--- config.mk ---
export PLATFORM = sky130hd
export DESIGN_NAME = wb_trace_fifo_flat
export DESIGN_NICKNAME = d
export VERILOG_FILES = /design/src/rtl/wb_trace_fifo_if.sv /design/src/rtl/wb_trace_fifo.sv /design/src/flat_wrapper.sv
export SDC_FILE = /design/constraint.sdc
export NUM_CORES = 1
export LEC_CHECK = 0
export ABC_AREA = 1
export BUFFER_PORTS_ARGS = -buffer_cell sky130_fd_sc_hd__buf_2
export CORE_ASPECT_RATIO = 1.25
export CORE_MARGIN = 1
export CORE_UTILIZATION = 50
export CTS_CLUSTER_DIAMETER = 30
export DETAILED_ROUTE_END_ITERATION = 10
export PLACE_DENSITY = 0.71
export SETUP_SLACK_MARGIN = 0.15
export SLEW_MARGIN = 20
export SYNTH_ARGS = -nofsm -noshare
export SYNTH_HDL_FRONTEND = slang
export SYNTH_SLANG_ARGS = --single-unit
--- constraint.sdc ---
create_clock -name i_clk -period 5.84 [get_ports i_clk]
set_clock_uncertainty 0.1 [all_clocks]
set_input_delay 0.292 -clock i_clk [delete_from_list [all_inputs] [get_ports i_clk]]
set_output_delay 0.292 -clock i_clk [all_outputs]
set_load 0.01 [all_outputs]
--- src/rtl/wb_trace_fifo_if.sv ---
// Bus bundle between the core write-back trace tap, the FWFT trace FIFO and its consumer.
// The master side drives write-backs and read acceptance; the slave side is the FIFO.
interface wb_trace_fifo_if #(
   parameter int AW = 3
);
   logic          wb_en;
   logic [7:0]    wb_pc;
   logic [7:0]    wb_data;
   logic          rd_ready;
   logic          rd_valid;
   logic [7:0]    rd_pc;
   logic [7:0]    rd_data;
   logic [AW:0]   count;
   logic          full;
   logic          overflow;
   logic [6:0]    dis1;
   logic [6:0]    dis2;

   modport master (
      output wb_en, wb_pc, wb_data, rd_ready,
      input  rd_valid, rd_pc, rd_data, count, full, overflow, dis1, dis2
   );

   modport slave (
      input  wb_en, wb_pc, wb_data, rd_ready,
      output rd_valid, rd_pc, rd_data, count, full, overflow, dis1, dis2
   );
endinterface

--- src/rtl/wb_trace_fifo.sv ---
// First-word-fall-through FIFO capturing {PC, write-back data} pairs from the core,
// with a sticky overflow flag and the head data byte decoded onto two seven-segment digits.
module wb_trace_fifo #(
   parameter int DEPTH = 8,
   parameter int AW    = 3
) (
   input  logic            i_clk,
   input  logic            i_rst,
   wb_trace_fifo_if.slave  bus
);
   localparam logic [AW:0] L_DEPTH = (AW+1)'(DEPTH);

   logic [15:0]   r_mem [DEPTH];
   logic [AW-1:0] r_wr_ptr;
   logic [AW-1:0] r_rd_ptr;
   logic [AW:0]   r_count;
   logic          r_overflow;

   logic          w_valid;
   logic          w_full;
   logic          w_pop;
   logic          w_push;
   logic [15:0]   w_head;
   logic [3:0]    w_nib [2];
   logic [6:0]    w_seg [2];

   // Active-low {g,f,e,d,c,b,a} hex glyphs.
   function automatic logic [6:0] seg7(input logic [3:0] n);
      logic [6:0] s;
      case (n)
         4'h0: s = 7'b1000000;
         4'h1: s = 7'b1111001;
         4'h2: s = 7'b0100100;
         4'h3: s = 7'b0110000;
         4'h4: s = 7'b0011001;
         4'h5: s = 7'b0010010;
         4'h6: s = 7'b0000010;
         4'h7: s = 7'b1111000;
         4'h8: s = 7'b0000000;
         4'h9: s = 7'b0010000;
         4'hA: s = 7'b0001000;
         4'hB: s = 7'b0000011;
         4'hC: s = 7'b1000110;
         4'hD: s = 7'b0100001;
         4'hE: s = 7'b0000110;
         default: s = 7'b0001110;
      endcase
      return s;
   endfunction

   assign w_valid = (r_count != '0);
   assign w_full  = (r_count == L_DEPTH);
   assign w_pop   = w_valid && bus.rd_ready;
   // A pop in the same cycle frees the slot, so a write-back at full is still accepted.
   assign w_push  = bus.wb_en && (!w_full || w_pop);

   always_ff @(posedge i_clk or posedge i_rst) begin
      if (i_rst) begin
         r_wr_ptr   <= '0;
         r_rd_ptr   <= '0;
         r_count    <= '0;
         r_overflow <= 1'b0;
      end else begin
         if (w_push) r_wr_ptr <= r_wr_ptr + AW'(1);
         if (w_pop)  r_rd_ptr <= r_rd_ptr + AW'(1);
         if (w_push && !w_pop)
            r_count <= r_count + (AW+1)'(1);
         else if (w_pop && !w_push)
            r_count <= r_count - (AW+1)'(1);
         if (bus.wb_en && !w_push)
            r_overflow <= 1'b1;
      end
   end

   // Storage has no reset: stale entries are never visible because RD_VALID gates the head.
   always_ff @(posedge i_clk) begin
      if (w_push) r_mem[r_wr_ptr] <= {bus.wb_pc, bus.wb_data};
   end

   assign w_head   = w_valid ? r_mem[r_rd_ptr] : 16'h0000;
   assign w_nib[0] = w_head[7:4];
   assign w_nib[1] = w_head[3:0];

   generate
      for (genvar gi = 0; gi < 2; gi++) begin : g_digit
         assign w_seg[gi] = w_valid ? seg7(w_nib[gi]) : 7'h7F;
      end
   endgenerate

   assign bus.rd_valid = w_valid;
   assign bus.rd_pc    = w_head[15:8];
   assign bus.rd_data  = w_head[7:0];
   assign bus.count    = r_count;
   assign bus.full     = w_full;
   assign bus.overflow = r_overflow;
   assign bus.dis1     = w_seg[0];
   assign bus.dis2     = w_seg[1];
endmodule

--- src/flat_wrapper.sv ---
// flat-port wrapper written by rule: the top's interface ports become plain ports
module wb_trace_fifo_flat 
#(
   parameter int DEPTH = 8,
   parameter int AW    = 3
)
  (i_clk, i_rst, bus_wb_en, bus_wb_pc, bus_wb_data, bus_rd_ready, bus_rd_valid, bus_rd_pc, bus_rd_data, bus_count, bus_full, bus_overflow, bus_dis1, bus_dis2);
  wb_trace_fifo_if #(.AW(AW)) bus_i ();
  input  logic i_clk;
  input  logic i_rst;
  input wire logic [$bits(bus_i.wb_en)-1:0] bus_wb_en;
  input wire logic [$bits(bus_i.wb_pc)-1:0] bus_wb_pc;
  input wire logic [$bits(bus_i.wb_data)-1:0] bus_wb_data;
  input wire logic [$bits(bus_i.rd_ready)-1:0] bus_rd_ready;
  output wire logic [$bits(bus_i.rd_valid)-1:0] bus_rd_valid;
  output wire logic [$bits(bus_i.rd_pc)-1:0] bus_rd_pc;
  output wire logic [$bits(bus_i.rd_data)-1:0] bus_rd_data;
  output wire logic [$bits(bus_i.count)-1:0] bus_count;
  output wire logic [$bits(bus_i.full)-1:0] bus_full;
  output wire logic [$bits(bus_i.overflow)-1:0] bus_overflow;
  output wire logic [$bits(bus_i.dis1)-1:0] bus_dis1;
  output wire logic [$bits(bus_i.dis2)-1:0] bus_dis2;
  assign bus_i.wb_en = bus_wb_en;
  assign bus_i.wb_pc = bus_wb_pc;
  assign bus_i.wb_data = bus_wb_data;
  assign bus_i.rd_ready = bus_rd_ready;
  assign bus_rd_valid = bus_i.rd_valid;
  assign bus_rd_pc = bus_i.rd_pc;
  assign bus_rd_data = bus_i.rd_data;
  assign bus_count = bus_i.count;
  assign bus_full = bus_i.full;
  assign bus_overflow = bus_i.overflow;
  assign bus_dis1 = bus_i.dis1;
  assign bus_dis2 = bus_i.dis2;
  wb_trace_fifo #(.DEPTH(DEPTH), .AW(AW)) u_core (.i_clk(i_clk), .i_rst(i_rst), .bus(bus_i));
endmodule
==> impl_metrics.yaml, run 1 <==
outcome:
  outcome: "finished, final reports clean"
yosys:
  synth-xor-area-share_pct: 0.819
  synth_compound_area_share_pct: 6.85
  post_synth.cell_area_avg_um2: 10.7
  synth_top_area_cell: "edfxtp_1"
  yosysMostFrequentCell: "edfxtp_1"
  syn_nets: 639
  synth_cells: 602
  synth_fa_ha_area_share_pct: 3.43
  synth-main-ff-cell: "edfxtp_1"
  netlist.area_leader.share_pct: 59.9
  synth_common_cells: "edfxtp_1, nand2_1, nor2_1, o21ai_0, inv_1"
  yosys_warnings: 0
  ys_seq_area_share_pct: 64.2
  synth.area.top_cells: "edfxtp_1, nand2_1, nor2_1"
  yosys_register_bits: 139
  synth_top_family_by_area: "simple AND/OR/NAND/NOR gates"
  synthDistinctLibCells: 33
  syn-cell-area_um2: 6410
  synth_mux_area_share_pct: 0
  synth-simple-area-share_pct: 18.3
  synth_async_sr_flop_share_pct: 7.91
  synth_edf_count: 128
setup_path:
  slowest_stage: "dfrtp_2"
  slowest_delay_ns: 0.91
  crit_arrival_ns: 3.33
  end_kind: "output pin"
  crit_chain: "buf_4 -> nor2_1 -> nor2_1 -> o21ai_0 -> nand3_1 -> nand3_1 -> inv_1 -> ha_1 -> nand4_1 -> nand2_1 -> nand2_1 -> nand3_1 -> buf_2"
  cp_max_fo: 44
  critPathMostFrequentCell: "nand3_1"
  critPathLaunchType: "flip-flop"
  crit_type: "reg2out"
  required_ns: 5.45
pwr:
  power_density_nw_per_um2: 617
  ir_drop_uv: 333
  p_leak_nw: 3.06
placed_design:
  place_area_um2: 6790
  place_ws_ns: 2.62
  place_inst: 806
  gp_congestion: 0.767
  dpl.hpwl_um: 7860
  portBuffers: 56
sta:
  tightestPinTransition_ns: 1.01
  max_freq_mhz: 269
  rsz0062_at_grt: "false"
  finalSetupTns_ns: 0
  final_hold_viol_count: 0
  fin_crit_ns: 3.72
  report.final.slew_viol_count: 0
  holdWs_ns: 0.0419
  timing.final.crit_share_pct: 63.7
  slew_headroom_pct: 32.5
  worst_slack_ns: 2.12
  setup_viol: 0
global_route:
  antenna_found_initial: 0
  grt-ovfl-total: 0
  grt_util_all_layers_pct: 22.3
  grt_pass1_wl_um: 21400
  grt_start_max_net_pins: 62
  grt_pass1_vias: 4297
floorplan:
  io_pins: 57
  core-area_um2: 12300
  row_count: 45
  die_width_um: 103
  start_util_pct: 52.0
  die_area_um2: 13300
  fp.dieH_um: 129
final_layout:
  final_nets: 699
  drive_gt1_share_pct: 17.8
  fill_cells: 971
  finalInstanceArea_um2: 7400
  antennaDiodeCount: 0
  final_cells: 838
  area_growth_pct: 15.4
routing:
  routed_wl_um: 13500
  vias_per_cell: 5.30
  routedWlPerCell_um: 16.1
  vias: 4444
  drcViolationCount: 0
  drt-initial-drc-count: 298
  firstDrtPassIters: 4
  antenna_left: 0
clock_network:
  worstSkewPairLatency_ns: 0.41
  cts_buffers: 17
  tritoncts: "yes"
  cts_max_level: 4
  clkTransAtPathRegs_ns: 0.05
  root_buffer: "clkbuf_16"
  clk_path_buf_depth: 2
  clock_sinks: 139
  cts_resized: 0
run:
  cap_violations: 0
min_path:
  hp-class: "in2reg"
per-stage QoR:
stage	total power [mW]	utilization [%]
finish	4.57	60.0
detailed placement	3.48	55.1
global route	4.94	60.0
floorplan	2.90	-
CTS	4.58	60.0
global placement	3.41	55.1
path summary, 6_finish.rpt:
path / endpoint / slack, ns / from / cells past startpoint
min reg2reg: u_core.bus.overflow / 0.37 / u_core.bus.overflow / 1
min in group asynchronous: u_core.r_rd_ptr[1] / 0.35 / i_rst / 3
min: u_core.bus.overflow / 0.04 / bus_wb_en / 2
max: bus_dis2[5] / 2.12 / u_core.r_rd_ptr[0] / 13
max in group asynchronous: u_core.r_rd_ptr[0] / 4.95 / i_rst / 3
max reg2reg: u_core.bus.count[3] / 2.88 / u_core.bus.count[0] / 15
cell usage in the layout, fill, tap and decap left out, types with 8 or more instances in the layout:
master / n
dfrtp_1: 10
buf_4: 11
inv_2: 8
nand3_1: 43
o22ai_1: 8
ha_1: 16
nor2_1: 98
edfxtp_1: 128
a31oi_1: 8
buf_2: 56
o21ai_1: 9
o21ai_0: 50
inv_1: 48
clkbuf_16: 17
nand2_1: 114
critical path: cells and delay by family (launching register included):
kind	cells	cell delay [ns]
AND/OR/NAND/NOR	8	0.96
flip-flops	1	0.91
buffers and inverters	3	0.75
adder cells (fa/ha/maj)	1	0.20
AO/OA/AOI/OAI	1	0.09
metal layers:
metal | global-route usage [%] | part of all wire (%) | vias to the layer above
met4 | 9.53 | 1.5 | 0
met2 | 38.6 | 52 | 154
met1 | 26.7 | 41 | 2106
met5 | 0 | 0 | -
met3 | 4.89 | 5.4 | 18
li1 | - | - | 2166
state kept, by name, indices dropped and copies added (netlist names):
name	flops
u_core.r_mem	128
u_core.bus.count	4
u_core.r_rd_ptr	3
u_core.r_wr_ptr	3
u_core.bus.overflow	1
what timing repair did:
action | CTS | global route
setup endpoints to repair | 0 | 0
setup buffers | 0 | 0
endpoints found under the hold margin | 11 | 0
hold buffers | 1 | 0
logic make-up after synthesis:
kind of cell | count (synthesis)
flops | 139
buf+inv | 84
fa+ha+maj | 17
xor+xnor | 6
compound gates | 81
simple gates | 275
power breakdown:
part | internal (mW) | switching, mW | leakage [nW]
registers | 1.25 | 0.124 | 1.29
logic | 0.733 | 1.37 | 1.48
clock network | 0.705 | 0.379 | 0.293
area by class of cell:
class,instances,area (µm²),share of cell area (%)
inverters,57,216,2.92
clock inverters,14,179,2.42
multi-input cells,379,1880,25.5
flip-flops and latches,139,4120,55.7
well taps,164,205,2.77
repair buffers,68,373,5.04
clock buffers,17,425,5.75
Power figures use the tool's default switching activity.
==> run 2, diff against run 1 <==
- PLACE_DENSITY: 0.71 -> 0.73
- clock period: 5.84 -> 3.3 ns (I/O delays scaled with it)
==> run 2 against run 1 <==
  * Largest power group unchanged
  * Combinational power rose by 84%
  * Core utilization up 1.5 points
  * Global-route usage is 0.71 points higher
  * Critical path type unchanged
  * Critical endpoint is now bus_dis1[0]
  * Sequential power is 72% higher
  * Non-clock buffer count rose by 23
  * Clock power grew 64%
  * Worst hold slack improved by 0.0042 ns
  * Via count grew 2.9%
  * Die area stayed put
==> impl_metrics.yaml, run 2 (synthesis gave the netlist of run 1 again) <==
outcome:
  outcome: "finished, final reports clean"
setup_path:
  required_ns: 3.03
  slowest_stage: "dfrtp_2"
  end_kind: "output pin"
  critPathBufInv: 4
  critPathMostFrequentCell: "nand3_1"
  r2r_start: "u_core.bus.count[0]"
  crit_type: "reg2out"
  crit_arrival_ns: 2.60
  regToRegSetupSlack_ns: 0.67
  cp_max_fo: 33
  critPathLaunchType: "flip-flop"
  slowest_delay_ns: 0.64
  critical_path.top_delay_family: "flip-flops"
  crit_chain: "inv_6 -> o21ai_1 -> nand3_1 -> nand3_1 -> inv_2 -> ha_1 -> inv_1 -> nor2_2 -> a21oi_2 -> nand2_1 -> buf_2"
  reg2reg_depth: 13
  regToRegEndpoint: "u_core.bus.count[3]"
sta:
  setup_viol: 0
  report.final.slew_viol_count: 0
  timing.final.crit_share_pct: 86.7
  final_hold_viol_count: 0
  max_freq_mhz: 349
  tightestPinTransition_ns: 0.952
  finalSetupTns_ns: 0
  fin_crit_ns: 2.86
  rsz0062_at_grt: "false"
  slew_headroom_pct: 36.3
  holdWs_ns: 0.0461
global_route:
  grt_start_max_net_pins: 50
  grt-ovfl-total: 0
  grt_util_all_layers_pct: 23.0
  antenna_found_initial: 0
  grt_pass1_wl_um: 22200
  grt_pass1_vias: 4452
placed_design:
  portBuffers: 56
  gp_congestion: 0.786
  place_area_um2: 6830
  dpl.hpwl_um: 8460
  place_inst: 812
floorplan:
  io_pins: 57
  start_util_pct: 52.0
  core-area_um2: 12300
  die_area_um2: 13300
  die_width_um: 103
  row_count: 45
  fp.dieH_um: 129
routing:
  routedWlPerCell_um: 16.1
  firstDrtPassIters: 5
  vias_per_cell: 5.31
  antenna_left: 0
  routed_wl_um: 13900
  drcViolationCount: 0
  drt-initial-drc-count: 259
  vias: 4572
clock_network:
  post_cts_buffers: 0
  clock_sinks: 139
  worstSkewPairLatency_ns: 0.41
  clk_path_buf_depth: 2
  cts_max_level: 4
  cts_buffers: 17
  tritoncts: "yes"
  root_buffer: "clkbuf_16"
  clkTransAtPathRegs_ns: 0.06
final_layout:
  final_nets: 722
  fill_cells: 956
  seq_area_um2: 4120
  multiInputGateArea_um2: 1880
  finalInstanceArea_um2: 7590
  antennaDiodeCount: 0
  area_growth_pct: 18.3
  final_cells: 861
  top_register: "u_core.r_mem"
  layout_common_cells: "edfxtp_1, nand2_1, nor2_1, buf_2, o21ai_0"
  largest_reg_flops: 128
  final_common_cell: "edfxtp_1"
  drive_gt1_share_pct: 18.4
pwr:
  ir_drop_uv: 613
  power_density_nw_per_um2: 1060
  p_leak_nw: 3.13
run:
  cap_violations: 0
min_path:
  hp-class: "in2reg"
  hold_depth: 3
  whs_endpoint: "u_core.bus.overflow"
  hp-start: "bus_rd_ready"
run 2: cell count changes in the layout (fill, tap and decap cells not counted), sizes merged:
cell	delta
clkbuf	+2
dlygate4sd3	+17
clkinv	-3
clkinvlp	+3
buf	+6
bufinv	-2
run 2: metrics by stage:
step | total power [mW] | util [%] | worst slack, ns
after detailed placement | 6.22 | 55.4 | 0.680
after floorplan | 5.14 | - | 0.765
after global placement | 6.09 | 55.4 | 0.837
after global routing | 8.68 | 61.5 | 0.167
final | 8.03 | 61.5 | 0.438
after CTS | 8.03 | 61.4 | 0.321
run 2: where the power goes:
group | internal, mW | switching (mW) | total (mW)
combinational | 1.36 | 2.52 | 3.88
clock | 1.10 | 0.673 | 1.77
sequential | 2.22 | 0.156 | 2.38
total | 4.68 | 3.35 | 8.03
run 2: per-layer routing:
layer / track usage [%] / routed length (µm) / vias up
li1: - / - / 2214
met1: 26.2 / 5590 / 2200
met2: 41.1 / 7410 / 136
met3: 5.38 / 577 / 22
met4: 9.53 / 291 / 0
met5: 0 / 0 / -
run 2: final cells by class:
class / count / area share (%)
clock buffers: 19 / 5.71
clock inverters: 12 / 1.67
inverters: 57 / 2.89
multi-input cells: 379 / 24.8
flip-flops and latches: 139 / 54.3
well taps: 164 / 2.70
repair buffers: 91 / 7.90
run 2: worst max-delay path by stage:
stage                                    from                  end  slack, ns  cells after the start
after floorplan           u_core.bus.count[0]  u_core.bus.count[3]       0.76                     13
after global placement    u_core.bus.count[0]  u_core.bus.count[3]       0.84                     13
after detailed placement  u_core.bus.count[0]  u_core.bus.count[3]       0.68                     12
after CTS                  u_core.r_rd_ptr[1]          bus_dis2[5]       0.32                     13
after global routing       u_core.r_rd_ptr[0]          bus_dis1[3]       0.17                     14
final                      u_core.r_rd_ptr[0]          bus_dis1[0]       0.44                     11
run 2: tightest hold or removal path: cells and delay by family:
kind | cells | cell delay (ns)
AOI/OAI and AO/OA | 1 | 0.16
buffers and inverters | 2 | 0.19
run 2: timing repair:
item	in CTS	in global routing
resized for setup	0	5
endpoints found under the hold margin	141	0
setup endpoints to repair	0	12
hold buffers	18	0
